==> config.mk <==
export PLATFORM = sky130hd
export DESIGN_NAME = laser_frame_ctrl
export DESIGN_NICKNAME = d
export VERILOG_FILES = /design/src/rtl/laser_frame_ctrl.sv
export SDC_FILE = /design/constraint.sdc
export NUM_CORES = 1
export LEC_CHECK = 0
export ABC_AREA = 1
export BUFFER_PORTS_ARGS = -buffer_cell sky130_fd_sc_hd__buf_2
export CAP_MARGIN = 20
export CORE_MARGIN = 4
export CORE_UTILIZATION = 35
export CTS_BUF_LIST = sky130_fd_sc_hd__clkbuf_4 sky130_fd_sc_hd__clkbuf_8
export DETAILED_ROUTE_END_ITERATION = 8
export HOLD_SLACK_MARGIN = 0.02
export SYNTH_ARGS = -nofsm -noshare
export SYNTH_HDL_FRONTEND = slang
export SYNTH_SLANG_ARGS = --single-unit
==> constraint.sdc <==
create_clock -name CLK -period 2.2 [get_ports CLK]
set_input_delay 0.44 -clock CLK [delete_from_list [all_inputs] [get_ports CLK]]
set_output_delay 0.44 -clock CLK [all_outputs]
set_load 0.01 [all_outputs]
==> src/rtl/laser_frame_ctrl.sv <==
// Frame controller: buffers PT_NUM points (stall via IN_READY), streams them to the core 1 cycle after the last transfer, and holds the result until OUT_READY.
// Optional watchdog abort in WAIT is compiled in with `define LASER_CTRL_TIMEOUT_EN; without it WAIT exits only on CORE_DONE.
module laser_frame_ctrl #(
    parameter int PT_NUM      = 40,
    parameter int DATA_WIDTH  = 4,
    parameter int TIMEOUT_W   = 16,
    parameter int TIMEOUT_CYC = 40000
) (
    input  logic                  CLK,
    input  logic                  RST,
    input  logic                  IN_VALID,
    output logic                  IN_READY,
    input  logic [DATA_WIDTH-1:0] IN_X,
    input  logic [DATA_WIDTH-1:0] IN_Y,
    output logic                  CORE_RST,
    output logic [DATA_WIDTH-1:0] CORE_X,
    output logic [DATA_WIDTH-1:0] CORE_Y,
    input  logic [DATA_WIDTH-1:0] CORE_C1X,
    input  logic [DATA_WIDTH-1:0] CORE_C1Y,
    input  logic [DATA_WIDTH-1:0] CORE_C2X,
    input  logic [DATA_WIDTH-1:0] CORE_C2Y,
    input  logic                  CORE_DONE,
    output logic                  OUT_VALID,
    input  logic                  OUT_READY,
    output logic [DATA_WIDTH-1:0] OUT_C1X,
    output logic [DATA_WIDTH-1:0] OUT_C1Y,
    output logic [DATA_WIDTH-1:0] OUT_C2X,
    output logic [DATA_WIDTH-1:0] OUT_C2Y,
    output logic                  OUT_ERR,
    output logic                  BUSY
);

    typedef enum logic [2:0] {
        S_IDLE,
        S_LOAD,
        S_STREAM,
        S_WAIT,
        S_HOLD
    } state_t;

    localparam logic [5:0] LAST_IDX = 6'(PT_NUM - 1);

    state_t state;
    state_t state_nxt;

    logic [5:0]              load_cnt;
    logic [5:0]              stream_cnt;
    logic [5:0]              stream_nxt;
    logic [5:0]              wr_idx;
    logic [2*DATA_WIDTH-1:0] pt_buf [PT_NUM];
    logic                    xfer;
    logic                    timeout_hit;

    assign xfer       = IN_VALID && IN_READY;
    assign wr_idx     = (state == S_IDLE) ? 6'd0 : load_cnt;
    assign stream_nxt = stream_cnt + 6'd1;

`ifdef LASER_CTRL_TIMEOUT_EN
    logic [TIMEOUT_W-1:0] wdog;

    always_ff @(posedge CLK or posedge RST) begin
        if (RST) begin
            wdog <= '0;
        end else if (state == S_WAIT) begin
            wdog <= wdog + 1'b1;
        end else begin
            wdog <= '0;
        end
    end

    assign timeout_hit = (state == S_WAIT) && (wdog == TIMEOUT_W'(TIMEOUT_CYC - 1));
`else
    // Watchdog parameters stay on the interface so both builds share one instantiation.
    logic [TIMEOUT_W-1:0] unused_timeout_cfg;
    assign unused_timeout_cfg = TIMEOUT_W'(TIMEOUT_CYC);
    assign timeout_hit        = 1'b0;
`endif

    // Buffer has no reset: every frame overwrites all PT_NUM entries before streaming.
    always_ff @(posedge CLK) begin
        if (xfer) begin
            pt_buf[wr_idx] <= {IN_X, IN_Y};
        end
    end

    always_comb begin
        state_nxt = state;
        IN_READY  = 1'b0;
        OUT_VALID = 1'b0;
        BUSY      = (state != S_IDLE);
        case (state)
            S_IDLE: begin
                IN_READY = 1'b1;
                if (xfer) state_nxt = S_LOAD;
            end
            S_LOAD: begin
                IN_READY = 1'b1;
                if (xfer && (load_cnt == LAST_IDX)) state_nxt = S_STREAM;
            end
            S_STREAM: begin
                if (stream_cnt == LAST_IDX) state_nxt = S_WAIT;
            end
            S_WAIT: begin
                if (CORE_DONE || timeout_hit) state_nxt = S_HOLD;
            end
            S_HOLD: begin
                OUT_VALID = 1'b1;
                if (OUT_READY) state_nxt = S_IDLE;
            end
            default: state_nxt = S_IDLE;
        endcase
    end

    always_ff @(posedge CLK or posedge RST) begin
        if (RST) begin
            state      <= S_IDLE;
            load_cnt   <= '0;
            stream_cnt <= '0;
            CORE_RST   <= 1'b1;
            CORE_X     <= '0;
            CORE_Y     <= '0;
            OUT_C1X    <= '0;
            OUT_C1Y    <= '0;
            OUT_C2X    <= '0;
            OUT_C2Y    <= '0;
            OUT_ERR    <= 1'b0;
        end else begin
            state    <= state_nxt;
            CORE_RST <= !((state_nxt == S_STREAM) || (state_nxt == S_WAIT));
            case (state)
                S_IDLE: begin
                    if (xfer) load_cnt <= 6'd1;
                end
                S_LOAD: begin
                    if (xfer) begin
                        load_cnt <= load_cnt + 6'd1;
                        if (load_cnt == LAST_IDX) begin
                            // The first point is already stored, so it goes out on the entry edge.
                            stream_cnt       <= '0;
                            {CORE_X, CORE_Y} <= pt_buf[0];
                        end
                    end
                end
                S_STREAM: begin
                    if (stream_cnt != LAST_IDX) begin
                        stream_cnt       <= stream_nxt;
                        {CORE_X, CORE_Y} <= pt_buf[stream_nxt];
                    end
                end
                S_WAIT: begin
                    if (CORE_DONE) begin
                        OUT_C1X <= CORE_C1X;
                        OUT_C1Y <= CORE_C1Y;
                        OUT_C2X <= CORE_C2X;
                        OUT_C2Y <= CORE_C2Y;
                        OUT_ERR <= 1'b0;
                    end else if (timeout_hit) begin
                        OUT_C1X <= '0;
                        OUT_C1Y <= '0;
                        OUT_C2X <= '0;
                        OUT_C2Y <= '0;
                        OUT_ERR <= 1'b1;
                    end
                end
                default: ;
            endcase
        end
    end

endmodule

Word-level counts from Yosys, hierarchy flattened
Memory sizes are Yosys's and may differ from the RTL's.
Cells that the tools add are included.
{"block": "classes", "addsub": 2, "n_eq_ne": 13, "mux": 26, "reduce_logical": 12}
{"cell": "6-bit two-way mux", "n": 6}
{"cell": "4-bit two-way mux", "n": 6}
{"cell": "6-bit one-hot mux with 2 select lines", "n": 2}
{"cell": "4-bit one-hot mux with 2 select lines", "n": 2}
{"cell": "3-bit two-way mux", "n": 5}
{"cell": "3-bit one-hot mux with 5 select lines", "n": 1}
{"cell": "6-bit by 1-bit adder with 6-bit output, second input constant", "n": 2}
{"cell": "3-bit by 2-bit equality test with 1-bit output, second input constant", "n": 4}
{"cell": "6-bit equality test, second input constant", "n": 2}
{"cell": "2-bit inequality test, second input constant", "n": 4}
{"cell": "6-bit inequality test, second input constant", "n": 1}
{"cell": "1-bit two-way mux", "n": 4}
{"cell": "4-bit AND reduction", "n": 1}
{"cell": "2-bit nonzero test", "n": 2}
{"cell": "3-bit by 1-bit equality test with 1-bit output, second input constant", "n": 1}
{"cell": "3-bit equality test, second input constant", "n": 1}
{"cell": "3-bit zero test", "n": 1}
{"cell": "3-bit AND reduction", "n": 1}
{"cell": "3-bit nonzero test", "n": 1}
{"cell": "1-bit logical AND", "n": 2}
{"cell": "2-bit AND reduction", "n": 1}
{"cell": "2-bit OR reduction", "n": 1}
{"cell": "1-bit zero test", "n": 1}
{"cell": "1-bit logical OR", "n": 1}
{"block": "word_totals", "reg_bits": 40, "ram_bits": 320, "input_bits": 29, "out_inout_bits": 29, "word_cells": 64, "mem_count": 1}
{"name": "pt_buf", "depth": 40, "width": 8, "rd": 2, "rd_ports_with_merged_regs": 0, "write_ports": 1, "line_no": "50", "source": "logic [2*DATA_WIDTH-1:0] pt_buf [PT_NUM];"}

Longest topological paths before layout
{"block": "logic_depth", "depth_word": 10, "depth_mapped": 13, "ltp_nobuf": 11}

Worst setup path before layout
No wires, ideal clock.
{"block": "synth_timing", "path_type": "flip-flop to flip-flop", "start": "register state[0]", "end": "memory pt_buf[8][0] (netlist bit) (enable)", "setup_ps": 370, "arrival_time_ps": 1668, "required_time_ps": 1830, "path_slack_ps": 162, "path_stages_with_launch": 8, "path_cell_list": "dfrtp_1 > nor2_1 > inv_1 > nor2_2 > inv_1 > o21ai_0 > nand4_1 > nor2_1"}
{"block": "synth_between", "elab_chain_cells": 6, "word_cells_on_any_way": 8, "cone_classes": "eq/ne (1); mux (4); reduce/logical (3)"}
{"element": "start, declared", "line_no": "43", "source": "state_t state;"}
{"element": "start signal, assigned", "line_no": "128", "source": "state <= state_nxt;"}
{"element": "3-bit by 1-bit equality test with 1-bit output / 3-bit zero test (equally long branches)", "line_no": "91, 55"}
{"element": "2-bit OR reduction (no source line)"}
{"element": "1-bit two-way mux", "line_no": "91", "source": "case (state)"}
{"element": "1-bit logical AND", "line_no": "54", "source": "assign xfer = IN_VALID && IN_READY;"}
{"element": "1-bit two-way mux", "line_no": "81", "source": "if (xfer) begin"}
{"element": "1-bit two-way mux (implied by the code)", "line_no": "82", "source": "pt_buf[wr_idx] <= {IN_X, IN_Y};"}
{"element": "end, declared", "line_no": "50"}
Parallel ways exist; a longest one is shown, timed or not.

Worst setup path after layout
{"block": "layout_timing", "start": "register stream_cnt[0]", "end": "register CORE_X[2]"}
{"block": "layout_between", "elab_chain_cells": 4, "word_cells_on_any_way": 7, "cone_classes": "add/sub (1); eq/ne (2); mux (2); reduce/logical (1); memory (1)"}
{"element": "start, declared", "line_no": "47", "source": "logic [5:0] stream_cnt;"}
{"element": "start signal, assigned", "line_no": "146", "source": "stream_cnt <= stream_nxt;"}
{"element": "6-bit by 1-bit adder with 6-bit output", "line_no": "56", "source": "assign stream_nxt = stream_cnt + 6'd1;"}
{"element": "memory read 40 x 8 bit"}
{"element": "4-bit two-way mux", "line_no": "145", "source": "if (stream_cnt != LAST_IDX) begin"}
{"element": "4-bit one-hot mux with 2 select lines", "line_no": "130", "source": "case (state)"}
{"element": "end signal, assigned", "line_no": "140", "source": "{CORE_X, CORE_Y} <= pt_buf[0];"}
{"element": "end signal, assigned", "line_no": "147", "source": "{CORE_X, CORE_Y} <= pt_buf[stream_nxt];"}
{"element": "end, declared", "line_no": "16", "source": "output logic [DATA_WIDTH-1:0] CORE_X,"}
Parallel ways exist; a longest one is shown, timed or not. The select of a mux whose other input is x is not followed.
A chain may end at the register's enable or synchronous reset.

==> metrics <==
run status=finished clean; Synth Area in XOR/XNOR=0.00219; pwr dens=1180 mW/mm^2; Async SR Flop Fraction=0.111; worst slew pin tran=0.703 ns; port bufs=56; Global Route Usage Sum=0.170; Clock Power Share=0.270; Worst EP required=2.77 ns; power share of the sequential group=0.381; CTS root buffer=clkbuf_8; layout cells sized above 1=0.172; synth unique cells=40; TritonCTS Buffers=57; final routed DRC violation total=0; clk slew on worst S/H paths=0.07 ns; mux cell area share after synthesis=0.0117; Seq/Total Area, Yosys=0.688; crit path max fanout=24; CTS tree=yes; first-pass GRT wire length=62.9 mm; min Tclk post-route=2.09 ns; Sw Share=0.376; grt total ovfl=0; largest net degree at the start of global routing=60; Worst slew margin=0.530; Syn Nets=1506; Post-Syn Area per Cell=10.5 um^2; post-synthesis simple-gate area fraction=0.223; initial antenna violation count=0; largest cells by area after synthesis=edfxtp_1 62%, nand2_1 12%, dfrtp_1 6.3%, nand3_1 5.5%, nor2_1 3.5%; DP Worst Slack=0.0139 ns; top-area cell type share of the netlist area=0.623; Mapped Cells=1475; max-cap violation count=0; area added between synthesis and finish=18.7%; post-synthesis register bit count=360; Layout fillers=4164; FF+latch area=0.0106 mm^2; combinational share of power=0.349; PnR worst setup slack=0.107 ns; Tightest Hold Check Type=input pin to register; Final Cell Area=0.0183 mm^2; top_reg_cell synth=edfxtp_1; Vias/cell=4.86; TritonRoute pass-1 iters=5; worst path arrival time=2.66 ns; initial DRC count=1083; final wirelength=41.4 mm; H-tree Lvls=2; Synth Area in Compound Gates=0.0237; Detailed Place HPWL=25.2 mm; area of the multi-input gates=0.00413 mm^2; remaining antenna violation count=0; num ports=58; Initial Utilization=0.356; Rows=76; routability cong.=0.931; Max Clock Skew=0.0318 ns; Die Y=218 um; die width=218 um; Peak VDD IR=0.826 mV; clk buf depth=3; final max-slew violation count=0; cell area after synthesis=0.0154 mm^2; Pwr Total=21.6 mW; Util after Layout=0.422; Final setup viols=0; clock latency at the later pin of the worst-skew pair=0.64 ns; Area after DPL=0.0168 mm^2; leakage=7.41 nW; internal power=13.5 mW; final hold violations=0; main combinational cell family by area after synthesis=simple AND/OR/NAND/NOR gates; vias in the first global route=10.6k; YS warnings=0; class of the most critical setup path=register to register; Worst Setup End Kind=register; Critical Path Start Type=register; fmax=478 MHz; Post-synth EDFFs=320; clk sinks=360; Yosys top cell by area=edfxtp_1; CORE AREA=0.0434 mm^2; Post-Synth Adder-Cell Area=0.00162; routed via count=10.9k; # nets final=1638; sw power=8.13 mW; WL per Instance=18.5 um; Die Area=0.0475 mm^2; fin crit share=0.951
kinds of logic (layout without fill, tap and decap cells):
| family | after synthesis | after routing |
|---|---|---|
| simple gates | 837 | 837 |
| compound gates | 67 | 67 |
| fa+ha+maj | 2 | 2 |
| buf+inv | 189 | 367 |
| other cells | 1 | 2 |
| mux | 16 | 16 |
| xor+xnor | 3 | 3 |
| flops | 360 | 360 |
worst max-delay path: stages, from the launching register on:
cell and delay (ns):
dfrtp_4 0.54, ha_4 0.36, buf_12 0.17, bufbuf_16 0.33, nand3_1 0.09, nand3_1 0.12, nand3_1 0.11, nand3_1 0.09
nand3_1 0.09, a21oi_2 0.13
placed cells by master (no fill, tap or decap), types with 6 or more instances in the layout:
cell type and instances:
inv_2 7, dfrtp_1 38, nor2_1 138, buf_2 56, buf_4 55, clkbuf_8 62
nand3_1 168, nor2_4 6, clkinv_2 12, o21ai_0 50, nand2_1 492, clkbuf_4 12
edfxtp_1 320, buf_12 14, mux2_2 16, nand4_1 6, clkinv_1 16, dlygate4sd3_1 9
inv_1 109
power groups by stage:
stage | logic, mW | clock network [mW] | registers [mW]
2_1_floorplan | 4.49 | 0 | 8.27
6_report | 7.56 | 5.84 | 8.24
5_1_grt | 8.34 | 6.27 | 8.27
4_1_cts | 7.32 | 5.97 | 8.20
3_5_place_dp | 7.13 | 0 | 8.34
3_3_place_gp | 7.14 | 0 | 8.33
cell type report:
class                      instances  share of cell area
multi-input combinational        926               0.225
clock buffer                      74              0.0515
tap                              585              0.0400
sequential                       360               0.580
antenna                            1            0.000137
timing repair buffer             141              0.0661
inverter                         121              0.0251
clock inverter                    31              0.0122
what timing repair did:
item                                    in CTS  in global routing
gates cloned                                 1                  2
hold buffers                                 9                  0
pin swaps                                    1                  4
endpoints found under the setup margin       2                231
setup buffers                                2                  1
gates resized for setup                      4                 23
endpoints found under the hold margin       22                  0
metal layers:
layer / track usage / share of wire / vias up
met4: 0.0518 / 0.025 / 0
met2: 0.275 / 0.48 / 360
met3: 0.0336 / 0.068 / 70
li1: - / - / 5170
met1: 0.233 / 0.43 / 5279
met5: 0 / 0 / -
through the flow:
stage	setup TNS, ns	hold slack, ns	std cells
after floorplan	0	0.500	1475
after global placement	0	0.467	2118
after detailed placement	0	0.474	2118
after CTS	-0.00401	0.0208	2235
after global routing	-0.0360	0.0394	2238
final	0	0.0558	2239
flip-flops by register name, summed over array words and instances, names as in the netlist:
register,cells
CORE_X,4
pt_buf,320
stream_cnt,6
OUT_C1Y,4
load_cnt,6
OUT_C2Y,4
state,3
OUT_C2X,4
CORE_Y,4
OUT_C1X,4
CORE_RST,1
synthesized netlist by cell type (all sizes together), types with 2 or more instances:
| cell type | n |
|---|---|
| ha | 2 |
| nor3 | 5 |
| mux2 | 16 |
| or2 | 8 |
| nand3 | 172 |
| inv | 119 |
| edfxtp | 320 |
| buf | 41 |
| o21ai | 51 |
| nand4 | 6 |
| clkinv | 2 |
| dfrtp | 39 |
| xor2 | 2 |
| clkbuf | 27 |
| a21oi | 9 |
| o22ai | 3 |
| nand2 | 497 |
| nor2 | 148 |
path summary, 6_finish.rpt:
kind                                                   to  slack [ns]                      start  cells past startpoint
worst max-delay path                CORE_X[2]$_DFFE_PP0P_        0.11  stream_cnt[0]$_DFFE_PP0P_                      9
worst min-delay path               OUT_C1Y[2]$_DFFE_PP0P_        0.06                CORE_C1Y[2]                      2
worst max register to register      CORE_X[2]$_DFFE_PP0P_        0.11  stream_cnt[0]$_DFFE_PP0P_                      9
worst min register to register     OUT_C2X[2]$_DFFE_PP0P_        0.50     OUT_C2X[2]$_DFFE_PP0P_                      1
max in group asynchronous       stream_cnt[0]$_DFFE_PP0P_        1.20                        RST                      4
min in group asynchronous          OUT_C1X[1]$_DFFE_PP0P_        0.39                        RST                      3
Note: power is estimated with default switching activity, not from simulation.
